===== src/rtl/jump_btn_conditioner.sv =====
// Jump button conditioner: sync, debounce, one-shot strobe, press counter.
// Optional auto-repeat while held: define JUMP_AUTOREPEAT_EN.
module jump_btn_conditioner #(
  parameter int N_DC  = 25,
  parameter int RPT_W = 26
) (
  input  logic       clk,
  input  logic       rst,
  input  logic       btn,
  output logic       jump_pulse,
  output logic       db_level,
  output logic [7:0] press_cnt
);

  typedef enum logic [2:0] {
    INI,
    WQ,
    PULSE,
    HELD,
    WFR
  } state_e;

  localparam logic [N_DC-1:0] DC_MAX = {N_DC{1'b1}};

  if (N_DC < 1 || RPT_W < 1) begin : g_param_chk
    $error("jump_btn_conditioner: widths must be positive");
  end

  logic            sync1_q;
  logic            sync2_q;
  logic            btn_s;
  state_e          state_q;
  state_e          state_d;
  logic [N_DC-1:0] cnt_q;
  logic [N_DC-1:0] cnt_d;
  logic            pulse_q;
  logic            level_q;
  logic [7:0]      press_q;

`ifdef JUMP_AUTOREPEAT_EN
  localparam logic [RPT_W-1:0] RPT_MAX = {RPT_W{1'b1}};
  logic [RPT_W-1:0] rpt_q;
  logic [RPT_W-1:0] rpt_d;
`endif

  assign btn_s      = sync2_q;
  assign jump_pulse = pulse_q;
  assign db_level   = level_q;
  assign press_cnt  = press_q;

  // Two-flop synchroniser for the asynchronous button.
  always_ff @(posedge clk or negedge rst) begin
    if (!rst) begin
      sync1_q <= 1'b0;
      sync2_q <= 1'b0;
    end else begin
      sync1_q <= btn;
      sync2_q <= sync1_q;
    end
  end

  // Next state and counters; counters clear whenever the state changes.
  always_comb begin
    state_d = state_q;
    cnt_d   = cnt_q;
`ifdef JUMP_AUTOREPEAT_EN
    rpt_d   = rpt_q;
`endif
    unique case (state_q)
      INI: begin
        if (btn_s) state_d = WQ;
      end
      WQ: begin
        if (!btn_s)              state_d = INI;
        else if (cnt_q == DC_MAX) state_d = PULSE;
        else                     cnt_d = cnt_q + 1'b1;
      end
      PULSE: begin
        state_d = HELD;
      end
      HELD: begin
        if (!btn_s) state_d = WFR;
`ifdef JUMP_AUTOREPEAT_EN
        else if (rpt_q == RPT_MAX) state_d = PULSE;
        else rpt_d = rpt_q + 1'b1;
`endif
      end
      WFR: begin
        if (btn_s)               state_d = HELD;
        else if (cnt_q == DC_MAX) state_d = INI;
        else                     cnt_d = cnt_q + 1'b1;
      end
      default: begin
        state_d = INI;
      end
    endcase
    if (state_d != state_q) begin
      cnt_d = '0;
`ifdef JUMP_AUTOREPEAT_EN
      rpt_d = '0;
`endif
    end
  end

  // State, counters and Moore outputs decoded from the next state.
  always_ff @(posedge clk or negedge rst) begin
    if (!rst) begin
      state_q <= INI;
      cnt_q   <= '0;
`ifdef JUMP_AUTOREPEAT_EN
      rpt_q   <= '0;
`endif
      pulse_q <= 1'b0;
      level_q <= 1'b0;
      press_q <= 8'd0;
    end else begin
      state_q <= state_d;
      cnt_q   <= cnt_d;
`ifdef JUMP_AUTOREPEAT_EN
      rpt_q   <= rpt_d;
`endif
      pulse_q <= (state_d == PULSE);
      level_q <= (state_d == PULSE) ||
                 (state_d == HELD)  ||
                 (state_d == WFR);
      if (state_d == PULSE) press_q <= press_q + 8'd1;
    end
  end

endmodule


===== config.mk =====
export PLATFORM = sky130hd
export DESIGN_NAME = jump_btn_conditioner
export DESIGN_NICKNAME = d
export VERILOG_FILES = /design/src/rtl/jump_btn_conditioner.sv
export SDC_FILE = /design/constraint.sdc
export NUM_CORES = 1
export LEC_CHECK = 0
export CAP_MARGIN = 40
export CORE_MARGIN = 4
export CORE_UTILIZATION = 33
export DETAILED_ROUTE_END_ITERATION = 8
export PLACE_DENSITY_LB_ADDON = 0.3
export SYNTH_ARGS = -nofsm -noshare
export SYNTH_HDL_FRONTEND = slang
export SYNTH_SLANG_ARGS = --single-unit

===== constraint.sdc =====
create_clock -name clk -period 4.4 [get_ports clk]
set_input_delay 0.88 -clock clk [delete_from_list [all_inputs] [get_ports clk]]
set_output_delay 0.88 -clock clk [all_outputs]
set_load 0.02 [all_outputs]

Yosys cells after proc, flatten, opt, wreduce, memory -nomap -nowiden
Index checks and enable logic that the tools add are counted.
Storage, ports and cells
  output and inout bits: 10
  input port bits: 3
  register bits after elaboration: 40
  word-level logic and storage cells: 37
Cells by class
  reductions and logical operators: 5
  eq/ne operators: 11
  add/sub/neg operators: 2
  muxes and demuxes: 12
Operators with widths (number)
  2-to-1 mux 25 bit: 4
  case mux 25 bit (2 select lines): 1
  adder 25 x 1 -> 25 bit, second input constant: 1
  == test 25 bit, second input constant: 1
  2-to-1 mux 3 bit: 6
  case mux 3 bit (5 select lines): 1
  == test 3 x 2 -> 1 bit, second input constant: 4
  adder 8 x 1 -> 8 bit, second input constant: 1
  == test 3 bit, second input constant: 2
  != test 3 bit, second input constant: 2
  == test 3 x 1 -> 1 bit, second input constant: 1
  zero test 3 bit: 1
  != test 3 bit: 1
  AND reduction 3 bit: 1
  nonzero test 3 bit: 1
  logical OR 1 bit: 2

Depth between registers and ports, before layout
Gate-level depths: netlist (run 1).
  depth after elaboration: 7
  mapped depth: 8
  depth with buffers taken out: 6

Least setup slack after synthesis (run 1)
Ideal clock, no wire load.
  path kind: register to register
  start point: register cnt_q[10]
  end point: register press_q[1], in the netlist press_cnt[1]
  library setup time: 0.125 ns
  required time: 4.275 ns
  period minus slack after synthesis: 2.090 ns
  data arrival time: 1.965 ns
  path slack: 2.310 ns
  stages on the path, launching flop included: 7
  buffers on the path: 1
  cells stage by stage: dfrtp_1 -> nand4_2 -> or4_4 -> buf_6 -> nor4_4 -> nand2_2 -> mux2_4
Between the ends
  cells in the longest elaborated chain, start to end: 5
  elaborated cells between the ends (all ways): 7
  classes of those cells: eq/ne: 2; mux: 5
RTL lines
  start, declared: RTL line 34  | logic [N_DC-1:0] cnt_q;
  start signal, assigned: RTL line 118  | cnt_q <= cnt_d;
  == test 25 bit *: RTL line 75, 90
  2-to-1 mux 3 bit (on tied branches): RTL line 90, 75
  2-to-1 mux 3 bit (on tied branches): RTL line 89, 74
  case mux 3 bit (5 select lines) *: RTL line 69  | unique case (state_q)
  == test 3 x 2 -> 1 bit *: RTL line 126  | if (state_d == PULSE) press_q <= press_q + 8'd1;
  end signal, assigned: RTL line 126
  end, declared: RTL line 38  | logic [7:0] press_q;
Every way passes the cells marked *; elsewhere a longest branch is shown, timed or not.
A chain may end at the register's enable or synchronous reset.

Worst setup path in the final report (run 1)
  start point: register cnt_q[20]
  end point: register cnt_q[19]
Between the ends
  cells in the longest elaborated chain, start to end: 7
  elaborated cells between the ends (all ways): 16
  classes of those cells: eq/ne: 4; mux: 10; reduce/logical: 2
RTL lines
  == test 25 bit *: RTL line 75, 90
  2-to-1 mux 3 bit (on tied branches): RTL line 90, 75
  2-to-1 mux 3 bit (on tied branches): RTL line 89, 74
  case mux 3 bit (5 select lines): RTL line 69
  != test 3 bit: RTL line 97  | if (state_d != state_q) begin
  != test 3 bit (no line) / nonzero test 3 bit (equally long branches)
  AND reduction 3 bit (no line)
Every way passes the cells marked *; elsewhere a longest branch is shown, timed or not. The select of a mux whose other input is x is not followed.

==> summary.md, run 1 <==
| Metric | Value |
|---|---|
| Number of synthesized register bits | 40 |
| Critical Path End Type | register |
| Crit Path Max Fanout | 16 |
| Maximum number of pins on one net before global-route repair | 28 |
| Final setup fails | 0 |
| Startpoint of the lowest-slack register-to-register path | cnt_q[20] |
| Switching portion of total power | 23.74% |
| Final HPWL from detailed placement | around 3.2 mm |
| RSZ-0062 raised after global routing | false |
| Distinct cell type count of the synthesized netlist | 47 |
| Nature of the critical path startpoint | register |
| Top cells by area, synth | sky130_fd_sc_hd__dfrtp_1, sky130_fd_sc_hd__xnor2_1, sky130_fd_sc_hd__nor2_1 |
| Fraction of registers with async set or reset after synthesis | 100.0% |
| Number of antenna violations at the first check in global routing | 0 |
| Highest attainable clock frequency | 404.5 MHz |
| Die ar. | between 7000 and 8000 sq um |
| Outcome | complete, no violations |
| Number of CTS-inserted buffers | 5 |
| Fin crit period | 2.472 ns |
| Leak | 0.9126 nW |
| Worst Max-Slew Pin Slew | 0.7418 ns |
| Total number of nets in the final design | 241 |
| Level count of the clock H-tree | 2 |
| Antenna Diode Count | 0 |
| Core area | roughly 6300 sq um |
| Worst reg2reg endpoint | cnt_q[19] |
| Number of search-and-repair iterations in the first detailed-routing pass | 4 |
| Path type of the worst min-delay path | reg2reg |
| Most instantiated flip-flop cell in the synthesis netlist | sky130_fd_sc_hd__dfrtp_1 |
| Clock tree from TritonCTS | done |
| Post-CTS resize count | 0 |
| Clock power frac | 35.7% |
| Aggregate routed wire length | 4.425 mm |
| Root Buffer Master | sky130_fd_sc_hd__clkbuf_8 |
| Wire length per cell | 14.14 microns |
| Number of synthesized flops with an enable pin | 0 |
| Clock slew at the register clock pins of the worst setup and hold paths | about 0.080 ns |
| Post-synthesis average cell area | 9.598 sq um |
| Hold Buf Count CTS | 0 |
| Core Util, Final | around two fifths |
| Register-to-register setup slack | ~1.9 ns |
| Routability Congestion | 0.7740 |
| Uppermost metal layer occupied by signal nets | met4 |
| Initial cell density of the core | 34.01% |
| Highest-count cells in the layout ignoring fill and taps | sky130_fd_sc_hd__dfrtp_1, sky130_fd_sc_hd__nor2_1, sky130_fd_sc_hd__nand3_1, sky130_fd_sc_hd__a21oi_1, sky130_fd_sc_hd__nand2_1 |
| Violation count after the first detailed-routing iteration | between 100 and 150 |
| Launch point of the worst hold path | sync1_q |
| Die X | 88.90 microns |
| Count of fill cells added during filler insertion | between 600 and 700 |
| Critical path arrival | 2.66 ns |
| Net switching power of the design | 0.0001532 W |
| Commonest non-fill, non-tap cell in the layout | sky130_fd_sc_hd__dfrtp_1 |
| Placement-stage worst setup slack | 1.931 ns |
| Met2 WL | 2.079 mm |
| Normalized max-slew margin | between 50% and 60% |
| Most area-hungry cell type in the Yosys netlist | sky130_fd_sc_hd__dfrtp_1 |
| Slowest cell delay on critical path | 0.47 ns |
| Top-level port count | 13 |
| Post-route DRC violation count | 0 |
| Final Hold Fails | 0 |
| Post-synthesis sequential area ratio | roughly 46% |
| Clock sinks | 40 |
| Worst Setup Path Type | reg2reg |
| Length of routed wiring on met1 | 2.200 mm |
| Total negative slack for setup checks | 0 ns |
| Count of pins over their slew limit | 0 |
| Worst-case hold path end point | btn_s |
| Remaining antenna violation count | 0 |
| Fraction of synthesized cell area taken by the top area cell type | between 40% and 50% |
| Clock tree skew after final layout | approximately 0.008 ns |
| Routed length on met3 | between 70 and 80 microns |
| Fraction of final layout cells sized beyond drive strength 1 | 9.746% |
| Routed vias/inst | roughly 5.5 |
| P_int | around 0.00049 W |
| Count of mapped cells out of synthesis | 225 |
| Final period util | roughly 56% |
| Slowest CP cell | sky130_fd_sc_hd__nand4_1 |
| Logic depth of the worst register-to-register path | 6 |
| Insertion delay to the later sink of the worst-skew pair | between 0.2 and 0.3 ns |
| Synthesized cell area | 2160 sq um |
| Ordered list of cells on the worst path | and4_1, nand4_1, o31ai_1, and3_1, buf_8, o21ba_2 |
| Number of buffers added for setup after CTS | 0 |
| Part of the power in registers | between 50% and 60% |
| Max cap viols | 0 |
| GR Overflow Total | 0 |
| Height of the die | 88.90 microns |
| Wire length of the first global-routing pass | 7.969 mm |
| Final cell count without fillers | 313 |
| Number of vias in the routed layout | 1722 |
| Combinational fraction of design power | 5.8% |
| Area Overhead vs Synth | 12.75% |
| Depth of the worst hold-timing path | 0 |
| Global routing usage summed across all routing layers | 12.63% |
| Number of cells in the design after placement | approximately 300 |
| Standard-cell row count | 29 |
| Port buffer count | 12 |
| Final setup margin | 1.928 ns |
| Number of nets produced by synthesis | 230 |
| Power density cells | 265.0 nW/um^2 |
| Worst vdd ir | 159.8 uV |
| Number of global-route vias before repair | 1686 |
| Required time at the endpoint of the critical path | about 4.6 ns |
| Count of synthesis-stage warnings from yosys | 0 |
| Maximum root-to-sink buffer count | 2 |
flip-flops by register name, indices dropped and copies added, names as in the netlist:
register,count
sync1_q,1
db_level,1
press_cnt,8
jump_pulse,1
cnt_q,25
btn_s,1
state_q,3
logic make-up after synthesis:
family          after synthesis  share of synthesized area, %
flops                        40                         46.35
mux                           1                        0.6950
simple gates                106                         27.87
xor+xnor                     16                         6.489
compound gates               45                         14.14
buf+inv                      15                         3.302
fa+ha+maj                     2                         1.159
per-stage QoR:
step	cell area, sq um	power (W)	hold slack, ns
after floorplan	2160	0.0004042	0.3312
after global placement	2315	0.0004163	0.3337
after detailed placement	2357	0.0004228	0.3427
after CTS	2435	0.0006593	0.3601
after global routing	2435	0.0006776	0.3826
final	2435	0.0006453	0.3558
power by group through the flow:
stage          Combinational [W]  Clock [W]  Sequential [W]
2_1_floorplan          0.0000226          0        0.000382
3_3_place_gp           0.0000314          0        0.000385
3_5_place_dp           0.0000379          0        0.000385
4_1_cts                0.0000384   0.000243        0.000378
5_1_grt                0.0000426   0.000256        0.000379
6_report               0.0000372   0.000230        0.000378
Yosys cell counts (all sizes together) (3+ instances only):
| library cell | n |
|---|---|
| dfrtp | 40 |
| nor2 | 25 |
| a21oi | 16 |
| nand3 | 16 |
| nand2 | 15 |
| xnor2 | 11 |
| nand4 | 9 |
| o21ai | 9 |
| or4 | 9 |
| buf | 7 |
| nor4 | 6 |
| o31ai | 6 |
| or3 | 5 |
| xor2 | 5 |
| and3 | 4 |
| clkbuf | 4 |
| inv | 4 |
| nor3 | 3 |
area by class of cell:
cell class | instances | area, sq um | share of cell area, %
Inverter | 4 | 15.01 | 0.6166
Clock inverter | 1 | 5.005 | 0.2055
Tap cell | 77 | 96.34 | 3.957
Clock buffer | 6 | 72.57 | 2.980
Sequential cell | 40 | 1001 | 41.11
Multi-Input combinational cell | 170 | 1087 | 44.66
Timing Repair Buffer | 15 | 157.7 | 6.475
critical path: cells and delay by family (launching register included):
| kind | cells | cell delay [ns] |
|---|---|---|
| and+or+nand+nor | 3 | 1.18 |
| buffers and inverters | 1 | 0.21 |
| DFF | 1 | 0.42 |
| AOI/OAI and AO/OA | 2 | 0.56 |
how the worst max path moves through the flow:
| stage | start | to | slack (ns) |
|---|---|---|---|
| 2_1_floorplan | cnt_q[10] | press_cnt[1] | 2.31 |
| 3_3_place_gp | cnt_q[15] | cnt_q[12] | 1.76 |
| 3_5_place_dp | cnt_q[15] | cnt_q[19] | 1.93 |
| 4_1_cts | cnt_q[15] | cnt_q[19] | 1.92 |
| 5_1_grt | cnt_q[15] | cnt_q[19] | 1.71 |
| 6_report | cnt_q[20] | cnt_q[19] | 1.93 |
layer usage:
metal / up-vias / global-route usage, %
li1: 855 / -
met4: 0 / 5.357
met1: 842 / 17.13
met5: - / 0
met3: 5 / 1.935
met2: 20 / 20.04
No activity file was read; power rests on OpenSTA's default activity.
==> run 2: changes to the inputs <==
Clock period 4.4 ns to 2.3 ns, I/O delays scaled along.
==> run 2 against run 1 <==
Fmax grew 11%. Via count grew 1.0%. First-iteration DRC count shrank 11%. Setup slack lost 1.8 ns.
==> summary.md, run 2 (synthesis gave the netlist of run 1 again) <==
| Metric | Value |
|---|---|
| Outcome | complete, no violations |
| Slowest CP cell | sky130_fd_sc_hd__or4_4 |
| Critical Path End Type | register |
| Clock slew at the register clock pins of the worst setup and hold paths | 0.08 ns |
| Maximum root-to-sink buffer count | 2 |
| Area Overhead vs Synth | 17.03% |
| Crit Path Max Fanout | 6 |
| Total negative slack for setup checks | 0 ns |
| Top-level port count | 13 |
| Clock tree skew after final layout | roughly 0.0038 ns |
| Largest register by flop count | cnt_q |
| Standard-cell row count | 29 |
| Total number of nets in the final design | 252 |
| Number of cells in the design after placement | 315 |
| Post-route DRC violation count | 0 |
| Net switching power of the design | 0.0003055 W |
| Violation count after the first detailed-routing iteration | 112 |
| Nature of the critical path startpoint | register |
| Fraction of final layout cells sized beyond drive strength 1 | 14.92% |
| Wire length of the first global-routing pass | 8.052 mm |
| Largest register FFs | 25 |
| Routed vias/inst | ~5.4 |
| Number of global-route vias before repair | 1712 |
| Antenna Diode Count | 0 |
| Switching portion of total power | 23.79% |
| Worst vdd ir | ~310 uV |
| Wire length per cell | between 10 and 15 microns |
| Final Hold Fails | 0 |
| Number of CTS-inserted buffers | 5 |
| Root Buffer Master | sky130_fd_sc_hd__clkbuf_8 |
| Post-DP Area | 2417 sq um |
| Highest-count cells in the layout ignoring fill and taps | sky130_fd_sc_hd__dfrtp_1, sky130_fd_sc_hd__nor2_1, sky130_fd_sc_hd__nand3_1, sky130_fd_sc_hd__a21oi_1, sky130_fd_sc_hd__nand2_1 |
| Level count of the clock H-tree | 2 |
| Number of search-and-repair iterations in the first detailed-routing pass | 4 |
| Required time at the endpoint of the critical path | 2.49 ns |
| Worst Max-Slew Pin Slew | 0.5010 ns |
| Core area | about 6300 sq um |
| Slowest cell delay on critical path | 0.58 ns |
| Number of antenna violations at the first check in global routing | 0 |
| Port buffer count | 12 |
| Clock tree from TritonCTS | done |
| Final cell count without fillers | 325 |
| Count of fill cells added during filler insertion | 630 |
| Combinational fraction of design power | 6.3% |
| Cell family contributing the most delay on the critical path | simple AND/OR/NAND/NOR gates |
| Die ar. | between 7000 and 8000 sq um |
| Core Util, Final | between 30% and 40% |
| Aggregate routed wire length | 4.554 mm |
| Insertion delay to the later sink of the worst-skew pair | just under 0.3 ns |
| Clock power frac | a little under two fifths |
| RSZ-0062 raised after global routing | false |
| Initial cell density of the core | 34.01% |
| Commonest non-fill, non-tap cell in the layout | sky130_fd_sc_hd__dfrtp_1 |
| Final period util | around 97% |
| Cell area after layout | 2527 sq um |
| Remaining antenna violation count | 0 |
| Fin crit period | 2.220 ns |
| Normalized max-slew margin | 66.60% |
| Number of vias in the routed layout | 1740 |
| Power density cells | 508.2 nW/um^2 |
| Final HPWL from detailed placement | 3.223 mm |
| Maximum number of pins on one net before global-route repair | slightly above 40 |
| Global routing usage summed across all routing layers | 12.79% |
| Critical path arrival | around 2.4 ns |
| Max cap viols | 0 |
| Worst Setup Path Type | reg2reg |
| P_int | 0.0009790 W |
| Path type of the worst min-delay path | in2async |
| Leak | between 0.9 and 1 nW |
| Hold Buf Count CTS | 0 |
| Routability Congestion | 0.7735 |
| GR Overflow Total | 0 |
| Height of the die | 88.90 microns |
| Crit path buf inv count | 0 |
| Die X | 88.90 microns |
| Highest attainable clock frequency | 450.5 MHz |
| Count of pins over their slew limit | 0 |
| Power after layout | 0.001285 W |
| Ordered list of cells on the worst path | ha_1, nand4_1, or4_4, or2_4, or3_1, xnor2_1 |
| Part of the power in registers | between 50 and 60% |
| Clock sinks | 40 |
| Final setup fails | 0 |
==> run 2: repair_timing <==
action	4_1_cts	5_1_grt
resized for setup	0	1
endpoints found under the setup margin	0	2
setup buffers	0	2
==> run 2: path summary, 6_finish.rpt <==
path	start	endpoint	slack (ns)	cells past startpoint
hold reg to reg	sync1_q	btn_s	0.36	0
min in group clk	sync1_q	btn_s	0.36	0
hold / removal	rst	cnt_q[18]	0.20	2
setup / recovery	cnt_q[0]	press_cnt[7]	0.08	6
max in group asynchronous	rst	cnt_q[7]	1.74	2
setup reg to reg	cnt_q[0]	press_cnt[7]	0.08	6
==> run 2: metal layers <==
layer / global-route usage, % / share of wire, % / up-vias
met5: 0 / 0 / -
met4: 5.220 / 2.5 / 0
met3: 2.212 / 2.8 / 10
met2: 19.64 / 45 / 27
met1: 17.84 / 49 / 829
li1: - / - / 874
==> run 2: metrics by stage <==
step,hold WS [ns],setup WS (ns)
floorplan,0.1644,0.2101
global placement,0.3383,0.1348
detailed placement,0.3441,0.1026
CTS,0.2285,0.08967
global route,0.2556,0.008131
finish,0.2035,0.08001
==> run 2: final cells by class <==
| cell class | instances | area, sq um | area share (%) |
|---|---|---|---|
| multi-input combinational | 170 | 1090 | 43.12 |
| tap | 77 | 96.34 | 3.812 |
| inverter | 4 | 15.01 | 0.5941 |
| sequential | 40 | 1001 | 39.60 |
| timing repair buffer | 26 | 232.7 | 9.208 |
| clock buffer | 6 | 82.58 | 3.267 |
| clock inverter | 2 | 10.01 | 0.3960 |
==> run 2: power groups by stage <==
| stage | clock network, W | logic, W | registers, W |
|---|---|---|---|
| floorplan | 0 | 0.0000433 | 0.000730 |
| global placement | 0 | 0.0000840 | 0.000731 |
| detailed placement | 0 | 0.0000822 | 0.000731 |
| CTS | 0.000501 | 0.0000837 | 0.000717 |
| global route | 0.000523 | 0.0000926 | 0.000719 |
| finish | 0.000486 | 0.0000811 | 0.000718 |
==> run 3: changes to the inputs <==
Settings changed: CORE_UTILIZATION 33 to 40, SLEW_MARGIN set to 5.
==> run 3 against run 2 <==
Utilization rose by 9.3 points. Largest cell class unchanged. Sequential share of layout area fell by 0.20 points. Clock skew barely moved. Global-route usage rose by 3.7 points. Non-clock buffer count rose by 1. First-iteration DRC count rose by 8.9%. Design area rose by 0.50%. Clock power fell by 2%. Final cell count fell by 1.8%. Fmax rose by 1.5%. Via count rose by 2.2%. Register-to-register slack improved by 0.03 ns.
==> summary.md, run 3 (synthesis gave the netlist of run 1 again) <==
| Metric | Value |
|---|---|
| Root Buffer Master | sky130_fd_sc_hd__clkbuf_8 |
| Routed vias/inst | 5.574 |
| Wire length per cell | 14.83 microns |
| Violation count after the first detailed-routing iteration | 122 |
| Core area | 5172 sq um |
| Highest-count cells in the layout ignoring fill and taps | sky130_fd_sc_hd__dfrtp_1, sky130_fd_sc_hd__nor2_1, sky130_fd_sc_hd__nand3_1, sky130_fd_sc_hd__a21oi_1 |
| Core Util, Final | 49.11% |
| Maximum number of pins on one net before global-route repair | 22 |
| Largest register FFs | 25 |
| Nature of the critical path startpoint | register |
| Largest register by flop count | cnt_q |
| Final HPWL from detailed placement | about 3.4 mm |
| Final-layout worst hold slack | between 0.1 and 0.15 ns |
| Max cap viols | 0 |
| Maximum root-to-sink buffer count | 2 |
| Startpoint of the lowest-slack register-to-register path | cnt_q[1] |
| Worst vdd ir | 341.8 uV |
| Final Hold Fails | 0 |
| Routability Congestion | 0.7681 |
| Height of the die | 81.48 microns |
| Post-DP Area | 2416 sq um |
| Fin crit period | 2.188 ns |
| Number of search-and-repair iterations in the first detailed-routing pass | 4 |
| Crit Path Max Fanout | 6 |
| Number of vias in the routed layout | 1778 |
| Clock slew at the register clock pins of the worst setup and hold paths | 0.07 ns |
| Cell area after layout | ~2500 sq um |
| Critical Path End Type | register |
| Leak | 0.9769 nW |
| Count of pins over their slew limit | 0 |
| Critical Path Start | cnt_q[1] |
| Critical path arrival | 2.37 ns |
| Die X | 81.48 microns |
| Final setup fails | 0 |
| Path type of the worst min-delay path | in2async |
| GR Overflow Total | 0 |
| Hold Buf Count CTS | 0 |
| Commonest non-fill, non-tap cell in the layout | sky130_fd_sc_hd__dfrtp_1 |
| Global routing usage summed across all routing layers | 16.49% |
| Number of antenna violations at the first check in global routing | 0 |
| Wire length of the first global-routing pass | 8.286 mm |
| Die ar. | 6638 sq um |
| Normalized max-slew margin | 65.96% |
| Power density cells | 505.3 nW/um^2 |
| Worst Setup Path Type | reg2reg |
| Clock tree skew after final layout | 0.003712 ns |
| Remaining antenna violation count | 0 |
| Level count of the clock H-tree | 2 |
| Top-level port count | 13 |
| Clock sinks | 40 |
| Highest attainable clock frequency | 457.1 MHz |
| Antenna Diode Count | 0 |
| Aggregate routed wire length | 4.732 mm |
| Outcome | complete, no violations |
| Clock tree from TritonCTS | done |
| Port buffer count | 12 |
| Total number of nets in the final design | 253 |
| Post-route DRC violation count | 0 |
| Insertion delay to the later sink of the worst-skew pair | between 0.2 and 0.3 ns |
| Fraction of final layout cells sized beyond drive strength 1 | 14.46% |
| Number of CTS-inserted buffers | 5 |
| Number of global-route vias before repair | ~1700 |
| Required time at the endpoint of the critical path | 2.48 ns |
| Final period util | 95.12% |
| Count of fill cells added during filler insertion | between 400 and 500 |
| Area Overhead vs Synth | 17.61% |
| Worst Max-Slew Pin Slew | 0.5106 ns |
| Initial cell density of the core | 41.75% |
| Standard-cell row count | 26 |
==> run 3: what timing repair did <==
action / CTS / global route
setup buffers: 0 / 2
setup endpoints to repair: 0 / 4
gates resized for setup: 0 / 3
==> run 3: routing by layer <==
metal / global-route usage (%) / share of wire, % / wire [microns] / vias up
met5: 0 / 0 / 0 / -
li1: - / - / - / 880
met2: 26.14 / 47 / 2218 / 25
met3: 4.167 / 2.9 / 138 / 6
met1: 21.94 / 49 / 2317 / 867
met4: 5.574 / 1.2 / 58 / 0
==> run 3: worst paths after layout <==
kind / endpoint / slack [ns] / depth (start not counted)
max: press_cnt[7] / 0.11 / 6
min: press_cnt[4] / 0.12 / 1
max reg2reg: press_cnt[7] / 0.11 / 6
min reg2reg: btn_s / 0.35 / 0
max in group asynchronous: cnt_q[14] / 1.53 / 2
min in group clk: btn_s / 0.35 / 0
==> run 3: per-stage QoR <==
step	power (W)	worst slack (ns)	cells	setup TNS (ns)
after global routing	0.001356	-0.01202	319	-0.01202
after floorplan	0.0007733	0.2101	225	0
after detailed placement	0.0008166	0.1145	309	0
after CTS	0.001303	0.09499	317	0
after global placement	0.0008152	0.1692	309	0
final	0.001284	0.1122	319	0
==> run 3: where the power goes <==
part	switching [W]	internal, W	total [W]
Combinational	0.0000573	0.0000349	0.0000923
Clock	0.000231	0.000245	0.000475
Sequential	0.00000519	0.000711	0.000716
==> run 3: layout make-up <==
cell class                      count  area, sq um  share of cell area [%]
Multi-Input combinational cell    170         1106                   43.55
Tap cell                           70        87.58                   3.448
Sequential cell                    40         1001                   39.41
Clock buffer                        8        90.09                   3.547
Timing Repair Buffer               27        240.2                   9.458
Inverter                            4        15.01                  0.5911
==> run 3: worst max-delay path, cell delays in order (launching register included) <==
cell and delay, ns:
sky130_fd_sc_hd__dfrtp_1 0.39, sky130_fd_sc_hd__ha_2 0.21, sky130_fd_sc_hd__nand4_1 0.09, sky130_fd_sc_hd__or4_4 0.57, sky130_fd_sc_hd__or2_1 0.30, sky130_fd_sc_hd__or3_1 0.40, sky130_fd_sc_hd__xnor2_1 0.13
==> RTL edit 1, RTL diff (settings of run 2) <==
The option `JUMP_AUTOREPEAT_EN` is turned on by a define.
--- a/src/rtl/jump_btn_conditioner.sv
+++ b/src/rtl/jump_btn_conditioner.sv
@@ -1,4 +1,6 @@
 // Jump button conditioner: sync, debounce, one-shot strobe, press counter.
 // Optional auto-repeat while held: define JUMP_AUTOREPEAT_EN.
+`define JUMP_AUTOREPEAT_EN
+
 module jump_btn_conditioner #(
   parameter int N_DC  = 25,
Formal check against the unedited RTL: same outputs for any inputs over 10 cycles, from zero or initial values and one cycle with rst low; that may be too few to reach the edited logic, so the function may still have changed.
==> RTL edit 1 against run 2 <==
- maximum frequency increased by 2.2%
- synthesized area rose by 76%
- power rose by 95%
- sequential cell count up 26
- die area is 68% higher
- synthesized cell count increased by 75%
- worst hold slack worse by 0.12 ns
- setup slack better by 0.047 ns
- first-iteration DRC count rose by 95%
- wire length is 90% higher
- final area rose by 77%
- critical endpoint is now cnt_q[7]
- largest cell class unchanged
- highest routed layer unchanged
==> RTL edit 1: results (changes against run 2) <==
n_fill_cell: 1080  # +71%
vias_per_cell: 5.58  # +4.3%
nets: 426  # +69%
diodes: 0  # unchanged
synthArstFlopShare: 1.00  # unchanged
relSlewSlack: 0.433  # -0.232
track_usage: 0.140  # +0.0119
port_buffers: 12  # unchanged
status: "finished, final reports clean"
place_ws_ns: 0.0221  # -0.0805 ns
ys_top_cells_by_count: "dfrtp_1, nand2_1, a21oi_1, o21ai_0, nand3_1"
grt_pass1_wl_um: 15100  # +87%
dp_cells: 549  # +74%
hpwl_um: 5880  # +83%
syn-num-nets: 399  # +73%
ir_drop_mv: 0.388  # +24%
largest_register_ffs: 26  # +4.0%
p_comb_frac: 0.040  # -0.023
grt_use_met1: 0.187  # +0.00833
synth_area_leaders: "dfrtp_1, xnor2_1, a21oi_1"
switching_share: 0.227  # -0.0113
grt_antenna_before_repair: 0  # unchanged
wl_met1_um: 4240  # +89%
met2_wirelength_um: 4020  # +95%
clock-root-buffer: "clkbuf_16"
use_met2: 0.222  # +0.0255
synth-warning-count: 0  # unchanged
hp-class: "input port to async pin"
cts.clk_slew.worst_paths_ns: 0.06  # -0.02 ns
dpl_cell_area_um2: 4200  # +74%
p_leak_uw: 0.00169  # +74%
grt_max_degree: 39  # -4.9%
routed-wl-met3_um: 262  # +100%
slowest_stage: "or4_1"
wirelength_um: 8640  # +90%
power_frac_seq: 0.469  # -0.090
htree_levels: 3  # +1
grt_pass1_vias: 3123  # +82%
path_max_fanout: 11  # +5
clk_latency_ns: 0.33  # +0.04 ns
wire_per_inst_um: 15.3  # +9.5%
top_register: "rpt_q"
power_density_nw_per_um2: 559  # +10%
drtIter0Drc: 218  # +95%
gp_congestion: 0.766  # -1.0%
ys_seq_area_frac: 0.435  # -0.0283
drive_gt1_frac: 0.132  # -0.0168
clock_skew_ns: 0.00724  # +0.00341 ns
cts.path.max_buffers: 2  # unchanged
max_stage_delay_ns: 0.49  # -0.09 ns
firstDrtPassIters: 5  # +1
grtUsageMet3: 0.0332  # +0.0110
syn_area_per_cell_um2: 9.66  # +0.61%
cp_data_arrival_time_ns: 2.42
routed.top_layer: "met4"
synth_flop_cell: "dfrtp_1"
ys_types: 54  # +15%
fin_crit_ns: 2.17  # -0.0468 ns
cts_made_buffers: 9  # +4
-- RTL edit 1: cell types whose count changed after synthesis, moves of 7 or more --
cell             run 2  this run
dfrtp_1             40        66
nand2_1             14        33
a22oi_1              0        16
o21ai_0              7        23
or3_1                5        20
nor2_1              25        12
a21oi_1             15        27
nand4_1              8        20
and4_1               2        12
o211ai_1             2        10
xnor2_1             11        19
buf_4                0         7
-- RTL edit 1: path summary, 6_finish.rpt --
| kind | start | to | slack, ns | cells past startpoint |
|---|---|---|---|---|
| worst max-delay path | state_q[0] | cnt_q[7] | 0.13 | 5 |
| worst min-delay path | rst | cnt_q[17] | 0.08 | 1 |
| worst max register to register | state_q[0] | cnt_q[7] | 0.13 | 5 |
| worst min register to register | sync1_q | btn_s | 0.35 | 0 |
| max in group asynchronous | rst | cnt_q[12] | 1.42 | 3 |
| min in group clk | sync1_q | btn_s | 0.35 | 0 |
-- RTL edit 1: logic make-up after synthesis --
group | Yosys count | share of synthesized area
buffers and inverters | 26 | 0.0353
xor gates and xnor gates | 30 | 0.0692
and+or+nand+nor | 155 | 0.239
DFF | 66 | 0.435
muxes | 3 | 0.00824
AOI/OAI and AO/OA | 110 | 0.203
adders and majority gates | 3 | 0.00989
-- RTL edit 1: layout make-up --
type | count | area (um2) | area share
clock buffer | 11 | 243 | 0.0541
clock inverter | 3 | 17.5 | 0.00391
inverter | 7 | 26.3 | 0.00586
multi-input combinational | 301 | 2030 | 0.453
sequential | 66 | 1650 | 0.368
tap | 140 | 175 | 0.0391
timing repair buffer | 35 | 342 | 0.0762
-- RTL edit 1: what timing repair did --
action                     CTS  global route
setup buffers                0             0
setup endpoints to repair    0            58
gates resized for setup      0             5
==> RTL edit 2, RTL diff (config.mk and constraints of run 2) <==
Made on the original files. Encoding of `state_e`: now one-hot (5 bits for 5 states).
--- a/src/rtl/jump_btn_conditioner.sv
+++ b/src/rtl/jump_btn_conditioner.sv
@@ -13,10 +13,10 @@
 );
 
-  typedef enum logic [2:0] {
-    INI,
-    WQ,
-    PULSE,
-    HELD,
-    WFR
+  typedef enum logic [4:0] {
+    INI   = 5'b00001,
+    WQ    = 5'b00010,
+    PULSE = 5'b00100,
+    HELD  = 5'b01000,
+    WFR   = 5'b10000
   } state_e;
 
Function: no difference found for any inputs over 10 cycles, from zero or initial values and one cycle with rst low; not proved beyond that.
==> RTL edit 2 against run 2 <==
- worst hold slack improved by 0.021 ns
- wire length increased by 19%
- setup slack improved by 0.096 ns
- clock skew increased by 0.0082 ns
- critical path depth unchanged
- sequential share of layout area decreased by 3.2 points
- sequential cell count increased by 2
- final area increased by 14%
- synthesized area increased by 18%
- count of clock-buffer cells in the layout unchanged
- critical endpoint is now cnt_q[7]
- largest cell class unchanged
Power is not compared: it rests on default switching activity, and its combinational part moved more than twofold at a synthesized area within 25%.
==> RTL edit 2: results (changes against run 2) <==
drive_gt1_frac: 0.183  # +0.0339
drtIter0Drc: 111  # -0.89%
wire_per_inst_um: 14.2  # +1.4%
gp_congestion: 0.798  # +3.2%
grt_pass1_vias: 1928  # +13%
path_max_fanout: 13  # +7
cts.path.max_buffers: 2  # unchanged
status: "finished, final reports clean"
nets: 288  # +14%
power_density_nw_per_um2: 511
syn-num-nets: 269  # +17%
synth_xor_area_frac: 0.0516  # -0.0133
max_stage_delay_ns: 0.65  # +0.07 ns
place_ws_ns: 0.202  # +0.0989 ns
worst_slew_pin_slew_ns: 0.537  # +0.0360 ns
grt_max_degree: 43  # +4.9%
r2r-start: "cnt_q[13]"
ys_seq_area_frac: 0.413  # -0.0502
synthMuxAreaShare: 0.0211  # +0.0142
ys_top_cells_by_count: "dfrtp_1, nand3_1, nand2_1, nand4_1, nor3_1"
ys_types: 63  # +34%
synth_compound_area_frac: 0.159  # +0.0178
postCtsSetupRepairBufs: 0  # unchanged
synth_adder_area_share: 0.00983  # -0.00176
synthArstFlopShare: 1.00  # unchanged
synth_area_leaders: "dfrtp_1, a311oi_2, nand3_1"
p_comb_frac: 0.163
switching_share: 0.285
vias: 2075  # +19%
grt_pass1_wl_um: 9600  # +19%
cp_data_arrival_time_ns: 2.32  # -0.09 ns
cp-endpoint: "cnt_q[7]"
clock_skew_ns: 0.0120  # +0.00822 ns
hp-class: "input port to async pin"
track_usage: 0.131  # +0.00313
regToRegSetupSlack_ns: 0.18  # +0.10 ns
hpwl_um: 3840  # +19%
fmax_mhz: 471  # +4.5%
RTL edit 2: cell type report:
cell class	count	area, um2
fill	773	4480
inverter	7	26.3
tap	99	124
multi-input combinational	200	1370
timing repair buffer	27	228
clock inverter	2	13.8
clock buffer	6	72.6
sequential	42	1050
RTL edit 2: per-stage QoR:
stage / std cells / hold WS, ns / instance area (um2)
floorplan: 264 / 0.164 / 2550
global placement: 375 / 0.337 / 2800
detailed placement: 375 / 0.342 / 2800
CTS: 383 / 0.246 / 2890
global route: 383 / 0.272 / 2890
finish: 383 / 0.225 / 2890
RTL edit 2: metal layers:
layer	part of all wire	global-route usage	vias up	wire length, um
met5	0	0	-	0
met1	0.49	0.183	1020	2670
met4	0.014	0.0427	0	78
met3	0.018	0.0219	6	99
li1	-	-	1029	-
met2	0.48	0.206	20	2590
RTL edit 2: cell families after synthesis:
kind of cell | after synthesis
xor+xnor | 15
buf+inv | 22
flops | 42
simple gates | 127
fa+ha+maj | 2
compound gates | 51
mux | 5
